<file path="src/rtl/wordle_guess_entry.sv">
`default_nettype none
// ============================================================================
// Module   : wordle_guess_entry
// Purpose  : Guess-entry controller for a Wordle game. The player dials a
//            letter A-Z, commits it into a five-slot buffer, can delete the
//            last letter, and submits a full guess to the game FSM over a
//            valid/ready handshake. Submitted guesses are counted, and entry
//            locks once MAX_GUESSES guesses have been accepted.
// Ports    : Clk, reset_n (async, active low), en (game active level),
//            btn_up/btn_down/btn_right/btn_left/btn_center (1-cycle pulses),
//            guess_ready (game FSM accepts guess)
//            -> cur_letter[7:0], cursor[2:0], guess_word[39:0],
//               guess_valid, guess_count[2:0], busy
// Revision : 1.0 - initial release
// ============================================================================
module wordle_guess_entry #(
    parameter int MAX_GUESSES = 6
) (
    input  logic        Clk,
    input  logic        reset_n,
    input  logic        en,
    input  logic        btn_up,
    input  logic        btn_down,
    input  logic        btn_right,
    input  logic        btn_left,
    input  logic        btn_center,
    input  logic        guess_ready,
    output logic [7:0]  cur_letter,
    output logic [2:0]  cursor,
    output logic [39:0] guess_word,
    output logic        guess_valid,
    output logic [2:0]  guess_count,
    output logic        busy
);

    localparam logic [7:0] c_SPACE  = 8'h20;
    localparam logic [7:0] c_LET_A  = 8'h41;
    localparam logic [7:0] c_LET_Z  = 8'h5A;
    localparam logic [2:0] c_SLOTS  = 3'd5;
    localparam logic [2:0] c_MAX_GUESSES = 3'(MAX_GUESSES);

    typedef enum logic [1:0] {
        ST_IDLE   = 2'd0,
        ST_EDIT   = 2'd1,
        ST_SUBMIT = 2'd2,
        ST_LOCK   = 2'd3
    } state_t;

    state_t     r_state;
    logic [7:0] r_letter;
    logic [2:0] r_cursor;
    logic [7:0] r_slot [0:4];
    logic       r_valid;
    logic [2:0] r_count;
    logic       r_busy;

    logic [2:0] w_del_idx;
    logic [2:0] w_count_inc;

    assign w_del_idx   = r_cursor - 3'd1;
    // Saturating increment so the count can never pass the budget.
    assign w_count_inc = (r_count < c_MAX_GUESSES) ? r_count + 3'd1 : r_count;

    always_ff @(posedge Clk or negedge reset_n) begin
        if (!reset_n) begin
            r_state  <= ST_IDLE;
            r_letter <= c_LET_A;
            r_cursor <= 3'd0;
            for (int i = 0; i < 5; i++) r_slot[i] <= c_SPACE;
            r_valid  <= 1'b0;
            r_count  <= 3'd0;
            r_busy   <= 1'b0;
        end else begin
            case (r_state)
                ST_IDLE: begin
                    if (en) begin
                        // New game: wipe the buffer and the guess budget.
                        r_state  <= ST_EDIT;
                        r_letter <= c_LET_A;
                        r_cursor <= 3'd0;
                        for (int i = 0; i < 5; i++) r_slot[i] <= c_SPACE;
                        r_count  <= 3'd0;
                    end
                end

                ST_EDIT: begin
                    if (!en) begin
                        r_state <= ST_IDLE;
                    end else if (btn_center) begin
                        if (r_cursor == c_SLOTS) begin
                            r_state <= ST_SUBMIT;
                            r_valid <= 1'b1;
                            r_busy  <= 1'b1;
                        end
                    end else if (btn_left) begin
                        if (r_cursor != 3'd0) begin
                            r_cursor <= w_del_idx;
                            for (int i = 0; i < 5; i++)
                                if (w_del_idx == 3'(i)) r_slot[i] <= c_SPACE;
                        end
                    end else if (btn_right) begin
                        if (r_cursor < c_SLOTS) begin
                            r_cursor <= r_cursor + 3'd1;
                            for (int i = 0; i < 5; i++)
                                if (r_cursor == 3'(i)) r_slot[i] <= r_letter;
                        end
                    end else if (btn_up) begin
                        r_letter <= (r_letter == c_LET_Z) ? c_LET_A : r_letter + 8'd1;
                    end else if (btn_down) begin
                        r_letter <= (r_letter == c_LET_A) ? c_LET_Z : r_letter - 8'd1;
                    end
                end

                ST_SUBMIT: begin
                    // Abort has priority over a transfer in the same cycle.
                    if (!en) begin
                        r_state <= ST_IDLE;
                        r_valid <= 1'b0;
                        r_busy  <= 1'b0;
                    end else if (r_valid && guess_ready) begin
                        r_valid  <= 1'b0;
                        r_busy   <= 1'b0;
                        r_count  <= w_count_inc;
                        r_letter <= c_LET_A;
                        r_cursor <= 3'd0;
                        for (int i = 0; i < 5; i++) r_slot[i] <= c_SPACE;
                        r_state  <= (w_count_inc == c_MAX_GUESSES) ? ST_LOCK : ST_EDIT;
                    end
                end

                ST_LOCK: begin
                    if (!en) r_state <= ST_IDLE;
                end

                default: r_state <= ST_IDLE;
            endcase
        end
    end

    assign cur_letter  = r_letter;
    assign cursor      = r_cursor;
    assign guess_word  = {r_slot[0], r_slot[1], r_slot[2], r_slot[3], r_slot[4]};
    assign guess_valid = r_valid;
    assign guess_count = r_count;
    assign busy        = r_busy;

endmodule
`default_nettype wire
</file>
<file path="config.mk">
export PLATFORM = sky130hd
export DESIGN_NAME = wordle_guess_entry
export DESIGN_NICKNAME = d
export VERILOG_FILES = /design/src/rtl/wordle_guess_entry.sv
export SDC_FILE = /design/constraint.sdc
export NUM_CORES = 1
export LEC_CHECK = 0
export ABC_CLOCK_PERIOD_IN_PS = 2029
export BUFFER_PORTS_ARGS = -buffer_cell sky130_fd_sc_hd__buf_2
export CORE_ASPECT_RATIO = 1.2
export CORE_MARGIN = 2
export CORE_UTILIZATION = 32
export DETAILED_ROUTE_END_ITERATION = 8
export HOLD_SLACK_MARGIN = 0.05
export SETUP_SLACK_MARGIN = 0.5
export SLEW_MARGIN = 20
export SYNTH_ARGS = -nofsm -noshare
export SYNTH_HDL_FRONTEND = slang
export SYNTH_SLANG_ARGS = --single-unit
</file>
<file path="constraint.sdc">
create_clock -name Clk -period 2.03 [get_ports Clk]
set_clock_uncertainty 0.2 [all_clocks]
set_input_delay 0.3045 -clock Clk [delete_from_list [all_inputs] [get_ports Clk]]
set_output_delay 0.3045 -clock Clk [all_outputs]
set_load 0.03 [all_outputs]
</file>
# Word-level counts from Yosys, hierarchy flattened
# Index checks and enable logic that the tools add are counted.
dict set report classes {
  n_addsub 5
  order_cmp 2
  n_eq_ne 42
  muxes 61
  n_reduce_logical 18
}
# operator count
set op_table {}
lappend op_table {{2-to-1 mux 40 bit} 9}
lappend op_table {{2-to-1 mux 8 bit} 21}
lappend op_table {{case mux 40 bit (3 select lines)} 1}
lappend op_table {{AND reduction 11 bit} 5}
lappend op_table {{!= test 3 bit, second input constant} 17}
lappend op_table {{2-to-1 mux 3 bit} 12}
lappend op_table {{case mux 8 bit (3 select lines)} 1}
lappend op_table {{!= test 2 bit, second input constant} 10}
lappend op_table {{AND reduction 9 bit} 2}
lappend op_table {{equality test 8 x 7 -> 1 bit, second input constant} 2}
lappend op_table {{2-to-1 mux 2 bit} 8}
lappend op_table {{equality test 3 x 2 -> 1 bit, second input constant} 4}
lappend op_table {{equality test 3 bit, second input constant} 4}
lappend op_table {{AND reduction 5 bit} 2}
lappend op_table {{case mux 3 bit (3 select lines)} 1}
lappend op_table {{adder 8 x 1 -> 8 bit, second input constant} 1}
lappend op_table {{case mux 2 bit (4 select lines)} 1}
lappend op_table {{subtractor 8 x 1 -> 8 bit, second input constant} 1}
lappend op_table {{adder 3 x 1 -> 3 bit, second input constant} 2}
lappend op_table {{equality test 3 x 1 -> 1 bit, second input constant} 2}
lappend op_table {{zero test 3 bit} 2}
lappend op_table {{less-than comparator 3 bit, second input constant} 2}
lappend op_table {{case mux 3 bit (2 select lines)} 1}
lappend op_table {{nonzero test 3 bit} 2}
lappend op_table {{9 further kinds} 15}
dict set report word_totals {
  regBits 57
  in_bits 9
  out_inout_bits 56
  wordCells 138
}

# Logic depth before layout (Yosys ltp)
# Gate-level depths: netlist of run 1.
dict set report logic_depth {
  ltp_word 9
  mapped_depth 8
  mapped_depth_nobuf 7
}

# Least setup slack after synthesis of run 1
# No wires, ideal clock.
dict set report synth_path {
  kind {reg-to-reg}
  start {reg r_cursor[0] (netlist: cursor[0])}
  end {reg r_slot, in the netlist guess_word[24]}
  setup_ps 125
  arrival_ps 2134
  required_time_ps 1705
  path_slack_ps -429
  path_stages_with_launch 9
  n_path_buf 1
  period_less_slack_ps 2459
  path_cell_list {dfrtp_1 inv_1 ha_1 and3b_1 nor3_1 o21ai_2 a31o_1 buf_6 mux2_4}
}
dict set report synth_via {
  elab_chain_cells 4
  elab_cells_between_ends 10
  cone_classes {add/sub: 1; order compare: 1; eq/ne: 6; reduce/logical: 2}
}
# item line
set synth_rtl {}
lappend synth_rtl {{from (decl)} 51} ;# logic [2:0] r_cursor;
lappend synth_rtl {{from (signal assigned)} 97} ;# r_cursor <= w_del_idx;
lappend synth_rtl {{from (signal assigned)} 103} ;# r_cursor <= r_cursor + 3'd1;
lappend synth_rtl {{subtractor 3 x 1 -> 3 bit} 60} ;# assign w_del_idx = r_cursor - 3'd1;
lappend synth_rtl {{equality test 3 x 1 -> 1 bit} 99} ;# if (w_del_idx == 3'(i)) r_slot[i] <= c_SPACE;
lappend synth_rtl {{!= test 3 bit (no source line)} --}
lappend synth_rtl {{AND reduction 11 bit (no source line) (*)} --}
lappend synth_rtl {{to (signal, indexed assignment)} 99}
lappend synth_rtl {{to (signal, indexed assignment)} 105} ;# if (r_cursor == 3'(i)) r_slot[i] <= r_letter;
lappend synth_rtl {{to (decl)} 52} ;# logic [7:0] r_slot [0:4];
# Every way passes the cells marked *; elsewhere a longest branch is shown, timed or not.
# A chain may end at the register's enable or synchronous reset.

# Final worst setup path of run 1
dict set report layout_path {
  start {reg r_cursor[1] (netlist: cursor[1])}
  end {reg r_slot, in the netlist guess_word[25]}
}
# The elaborated chain is that of the path after synthesis.

==> impl_metrics.json, run 1 <==
{
  "critPathLaunchType": "flop",
  "clk-insertion-delay-late_ns": 0.33,
  "syn_area_um2": 3210,
  "hp-class": "in -> reg",
  "async_flop_share": 1.00,
  "drt_iter0_markers": 156,
  "cp.arrival_ns": 2.14,
  "hpwl_um": 6270,
  "grt_pass1_wl_um": 14400,
  "post-route-util": 0.523,
  "track_usage": 0.171,
  "cp.required_ns": 2.03,
  "nets": 443,
  "grt_pass1_vias": 2905,
  "cts_made_buffers": 9,
  "initial_core_util": 0.324,
  "yosysUniqueCellTypes": 66,
  "antenna_cells": 0,
  "ir_drop_uv": 445,
  "wl_met2_um": 4650,
  "core_area_um2": 9910,
  "slew_headroom": 0.538,
  "ys_seq_elements": 57,
  "vias": 2832,
  "worstHoldStart": "guess_ready",
  "max_freq_ghz": 0.468,
  "yosysMostFrequentCell": "dfrtp_1",
  "synth_top_cell_by_area": "dfrtp_1",
  "top_layer": "met4",
  "yosys_warnings": 0,
  "failed_checks": "setup timing",
  "synth_common_cells": "50 x dfrtp_1, 31 x mux2_2, 20 x nand2_1, 16 x nor2_1, 12 x ha_1",
  "wl_met1_um": 3810,
  "p_per_area_nw_per_um2": 903,
  "yosysSeqAreaShare": 0.447,
  "detail_route.vias_per_cell": 5.12,
  "rsz0062_at_grt": "true",
  "total_leakage_power_uw": 0.00242,
  "met3_length_um": 430,
  "drt-total-wl_um": 9100,
  "reg2reg_from": "cursor[1]",
  "path_class": "reg -> reg",
  "grt_max_degree": 45,
  "firstDrtPassIters": 4,
  "htreeDepth": 3,
  "clock_sinks": 57,
  "overflow": 0,
  "synthCells": 293,
  "setup_viol": 38,
  "cts_tree": "done",
  "synth-edff-count": 0,
  "startpoint": "cursor[1]",
  "cts_buffer_depth": 2,
  "antenna_found_initial": 0,
  "timing.setup.tns_ns": -2.16,
  "period_minus_slack_ns": 2.14,
  "hold_violations": 0,
  "dp_cells": 514,
  "syn2layout_area_growth_pct": 61.5,
  "syn_avg_cell_area_um2": 11.0,
  "fp.dieH_um": 114,
  "final_cells": 553,
  "final_layout_size_suffix_gt1_frac": 0.653,
  "cts_root_buf": "clkbuf_16",
  "whs_ns": 0.0982,
  "place_ws_ns": -0.117,
  "num_io_pins": 65,
  "drc_errors": 0,
  "synth_fp_nets": 314,
  "slew_viol_final": 0,
  "die_area_um2": 10900,
  "tightest_slew_ns": 0.688,
  "timing.final.ws_setup_ns": -0.105,
  "antenna_left": 0,
  "post_drt_wl_per_cell_um": 16.5,
  "finalCritPeriodShare": 1.05,
  "yosysTopAreaCellShare": 0.390,
  "num_rows": 40,
  "io_buffers": 64,
  "status": "finished with violations",
  "gp_congestion": 0.861,
  "synthTopCellsByArea": "dfrtp_1 39%, mux2_2 11%, dfstp_2 5.7%, ha_1 4.7%, mux2_4 3.7%",
  "cp-end-kind": "flop",
  "ys.flop_type": "dfrtp_1",
  "die_w_um": 95.4,
  "cp_max_fo": 8,
  "drv_cap": 0,
  "clkTransAtPathRegs_ns": 0.05
}
==> logic make-up (layout without fill, tap and decap cells) <==
kind of cell             count (synthesis)  after routing  synth area share
AO/OA/AOI/OAI                           57             57             0.125
XOR/XNOR                                 4              4            0.0109
multiplexers                            43             43             0.159
flip-flops                              57             57             0.447
buffers and inverters                   24            158            0.0359
adder cells (fa/ha/maj)                 12             12            0.0468
AND/OR/NAND/NOR                         96             96             0.175
==> path summary, 6_finish.rpt <==
kind | slack [ns] | cells past startpoint | end
max in group asynchronous | 0.79 | 3 | guess_word[21]
min reg2reg | 0.30 | 1 | guess_word[19]
max | -0.11 | 6 | guess_word[25]
max reg2reg | -0.11 | 6 | guess_word[25]
min in group asynchronous | 0.23 | 2 | cursor[1]
min | 0.1 | 4 | busy
==> area by class of cell <==
class	instances	area, µm²
inverters	10	48.8
flip-flops and latches	57	1450
fillers	867	4720
clock buffers	9	225
repair buffers	132	1070
well taps	126	158
multi-input cells	212	2140
clock inverters	7	93.8
==> where the power goes <==
part           leakage (µW)  internal, µW  switching [µW]
Combinational       0.00153           763             884
Sequential         0.000734          1300             129
Clock              0.000152          1070             541
Total               0.00242          3130            1550
==> cell usage in the layout, fill, tap and decap left out, drive strengths merged, types with 2 or more instances in the layout <==
master / netlist / final
a21oi: 11 / 11
a22o: 3 / 3
a22oi: 2 / 2
a31o: 2 / 2
a31oi: 6 / 6
and3: 7 / 7
buf: 8 / 131
bufinv: 0 / 2
clkbuf: 6 / 9
clkinv: 0 / 2
clkinvlp: 0 / 3
dfrtp: 50 / 50
dfstp: 7 / 7
ha: 12 / 12
inv: 10 / 10
mux2: 41 / 41
mux2i: 2 / 2
nand2: 23 / 23
nand2b: 5 / 5
nand3: 9 / 9
nand3b: 3 / 3
nor2: 16 / 16
nor3: 7 / 7
nor3b: 2 / 2
nor4: 3 / 3
nor4bb: 2 / 2
o21a: 2 / 2
o21ai: 15 / 15
o31ai: 3 / 3
or2: 3 / 3
or3: 4 / 4
or4: 3 / 3
xor2: 3 / 3
==> per-layer routing <==
| layer | vias to the layer above | global-route usage |
|---|---|---|
| met5 | - | 0 |
| met1 | 1393 | 0.203 |
| li1 | 1341 | - |
| met4 | 0 | 0.0600 |
| met2 | 78 | 0.296 |
| met3 | 20 | 0.0429 |
==> flip-flops by register name, indices dropped and copies added (netlist names) <==
signal       cells
guess_word      40
cur_letter       8
cursor           3
guess_count      3
r_state          2
busy             1
==> through the flow <==
stage                     area [µm²]  power [µW]
final                           5190        4680
after global routing            5190        4910
after CTS                       4950        4580
after detailed placement        4160        2750
after global placement          4160        2730
after floorplan                 3400        2310
==> worst max-delay path, stage by stage, from the launching register on <==
cell and delay, ns:
dfrtp_2 0.43, or2_4 0.28, a221oi_4 0.31, o21ai_2 0.12
a31o_1 0.23, buf_12 0.15, mux2_4 0.29
==> what timing repair did <==
action | 4_1_cts | 5_1_grt
gates resized for setup | 97 | 37
endpoints found under the hold margin | 13 | 0
buffers inserted | 13 | 9
hold buffers | 1 | 0
endpoints found under the setup margin | 74 | 74
pin swaps | 27 | 12
(Power assumes the default switching activity.)
==> run 2: changes to the inputs <==
--- a/config.mk
+++ b/config.mk
@@ -9,9 +9,11 @@
 export BUFFER_PORTS_ARGS = -buffer_cell sky130_fd_sc_hd__buf_2
 export CORE_ASPECT_RATIO = 1.2
 export CORE_MARGIN = 2
-export CORE_UTILIZATION = 32
+export CORE_UTILIZATION = 51
+export CTS_BUF_LIST = sky130_fd_sc_hd__clkbuf_4 sky130_fd_sc_hd__clkbuf_8
 export DETAILED_ROUTE_END_ITERATION = 8
 export HOLD_SLACK_MARGIN = 0.05
+export PLACE_DENSITY = 0.78
 export SETUP_SLACK_MARGIN = 0.5
 export SLEW_MARGIN = 20
 export SYNTH_ARGS = -nofsm -noshare
==> constraint.sdc (replaced) <==
create_clock -name Clk -period 2.03 [get_ports Clk]
set_clock_uncertainty 0.2 [all_clocks]
set_input_delay 0.203 -clock Clk [delete_from_list [all_inputs] [get_ports Clk]]
set_output_delay 0.203 -clock Clk [all_outputs]
set_load 0.03 [all_outputs]
==> run 2 against run 1 <==
The flow still finishes with violations (setup timing). Sequential power about the same. Sequential cell count unchanged. Combinational power decreased by 4%. Critical path type unchanged. Highest routed layer unchanged.
==> impl_metrics.json, run 2 (synthesis results as in run 1) <==
{
  "vias": 3022,
  "tightest_slew_ns": 0.730,
  "antenna_found_initial": 0,
  "io_buffers": 64,
  "cp.required_ns": 2.07,
  "clkTransAtPathRegs_ns": 0.08,
  "syn2layout_area_growth_pct": 55.1,
  "detail_route.vias_per_cell": 5.90,
  "p_switching_uw": 1550,
  "hpwl_um": 5940,
  "worstHoldStart": "en",
  "track_usage": 0.282,
  "slew_headroom": 0.510,
  "cts_tree": "done",
  "clkPwrFrac": 0.310,
  "drv_cap": 0,
  "finalCritPeriodShare": 1.05,
  "seq_power_share": 0.325,
  "grt_pass1_wl_um": 15200,
  "htreeDepth": 3,
  "startpoint": "cursor[0]",
  "ir_drop_uv": 554,
  "grt_max_degree": 27,
  "clk-insertion-delay-late_ns": 0.35,
  "hold-path-endpoint": "guess_count[1]",
  "r2r_cells": 7,
  "largest_register_ffs": 40,
  "antenna_left": 0,
  "num_io_pins": 65,
  "slew_viol_final": 0,
  "rrSetupSlack_ns": -0.10,
  "nets": 446,
  "cp-end-kind": "flop",
  "antenna_cells": 0,
  "post_drt_wl_per_cell_um": 19.7,
  "critPathLaunchType": "flop",
  "layout_commonest_cell": "buf_2",
  "switching_share": 0.355,
  "num_rows": 31,
  "drt-total-wl_um": 10100,
  "final_layout_size_suffix_gt1_frac": 0.640,
  "fillCellCount": 332,
  "power_uw": 4350,
  "setup_viol": 43,
  "max_stage_delay_ns": 0.42,
  "p_per_area_nw_per_um2": 874,
  "hold_depth": 4,
  "core_area_um2": 6050,
  "pwr-share-comb": 0.366,
  "clock_sinks": 57,
  "drc_errors": 0,
  "failed_checks": "setup timing",
  "multi_input_area_um2": 2140,
  "status": "finished with violations",
  "cts_buffer_depth": 2,
  "place_ws_ns": -0.135,
  "die_area_um2": 6950,
  "max_freq_ghz": 0.469,
  "timing.rr.end": "guess_word[8]",
  "hold_violations": 0,
  "path_class": "reg -> reg",
  "reg2reg_from": "cursor[0]",
  "die_w_um": 76.4,
  "timing.final.ws_setup_ns": -0.103,
  "seq_area_um2": 1450,
  "fp.dieH_um": 90.9,
  "cp_max_fo": 8,
  "initial_core_util": 0.531,
  "hp-class": "in -> reg",
  "overflow": 0,
  "rsz0062_at_grt": "true",
  "cts_made_buffers": 9,
  "firstDrtPassIters": 6,
  "grt_pass1_vias": 2944,
  "cts_root_buf": "clkbuf_8",
  "cp.arrival_ns": 2.18,
  "period_minus_slack_ns": 2.13,
  "gp_congestion": 0.862,
  "slowest_stage": "dfrtp_2",
  "timing.setup.tns_ns": -2.65,
  "mostFrequentLayoutCells": "56 x buf_2, 46 x buf_4, 40 x dfrtp_1",
  "total_leakage_power_uw": 0.00239,
  "drt_iter0_markers": 175,
  "worstPathCellList": "inv_4 > ha_4 > and3b_1 > or3_4 > o21ai_4 > nand2_4 > mux2_4",
  "p_int_uw": 2800
}
run 2: changes by cell type in the layout (fill, tap and decap cells not counted), moves of 3 or more:
cell and delta:
clkbuf_16 -9, dlygate4sd3_1 +3, nand2_2 -4, buf_4 +3
clkinvlp_4 -3, buf_2 +10, buf_6 -12, nand2_1 +4
clkbuf_8 +9
run 2: timing repair:
| item | CTS | global route |
|---|---|---|
| hold endpoints to repair | 44 | 1 |
| hold buffers | 3 | 1 |
| setup endpoints to repair | 61 | 64 |
| buffers inserted | 19 | 9 |
| pin swaps | 26 | 16 |
| gates resized for setup | 62 | 47 |
run 2: final cells by class:
type                            instances  area share
Sequential cell                        57       0.291
Timing Repair Buffer                  135       0.201
Clock inverter                          7      0.0251
Tap cell                               82      0.0206
Clock buffer                            9      0.0249
Inverter                               10     0.00905
Multi-Input combinational cell        212       0.429
run 2: worst max-delay path by stage:
stage                     endpoint  slack [ns]
CTS                  guess_word[8]       -0.10
finish               guess_word[8]       -0.10
global placement    guess_word[24]       -0.09
global route         cur_letter[7]       -0.28
detailed placement  guess_word[28]       -0.14
floorplan           guess_word[12]       -0.18
run 2: metrics by stage:
step | utilization | cell area, µm² | instances | hold WS (ns)
final | 0.823 | 4980 | 512 | 0.104
after global routing | 0.823 | 4980 | 512 | 0.113
after CTS | 0.778 | 4710 | 502 | 0.0542
after detailed placement | 0.669 | 4050 | 464 | 0.00878
after global placement | 0.669 | 4050 | 464 | 0.000751
after floorplan | - | 3400 | 293 | -0.293
run 2: routing by layer:
metal | routed length, µm | vias to the layer above | track usage | part of all wire
met1 | 3970 | 1476 | 0.328 | 0.39
met5 | 0 | - | 0 | 0
li1 | - | 1350 | - | -
met3 | 488 | 53 | 0.0690 | 0.048
met2 | 5160 | 143 | 0.494 | 0.51
met4 | 468 | 0 | 0.114 | 0.046
run 2: power by group through the flow:
stage          combinational (µW)  sequential (µW)  clock [µW]
5_1_grt                      1670             1430        1420
6_report                     1590             1410        1350
4_1_cts                      1440             1420        1360
3_5_place_dp                 1290             1430           0
2_1_floorplan                 638             1670           0
3_3_place_gp                 1260             1420           0
run 2: worst max-delay path, delay by kind of cell (launching register included):
family,cells,cell delay (ns)
mux,1,0.32
compound gates,1,0.15
flops,1,0.42
fa+ha+maj,1,0.15
buf+inv,1,0.07
simple gates,3,0.71
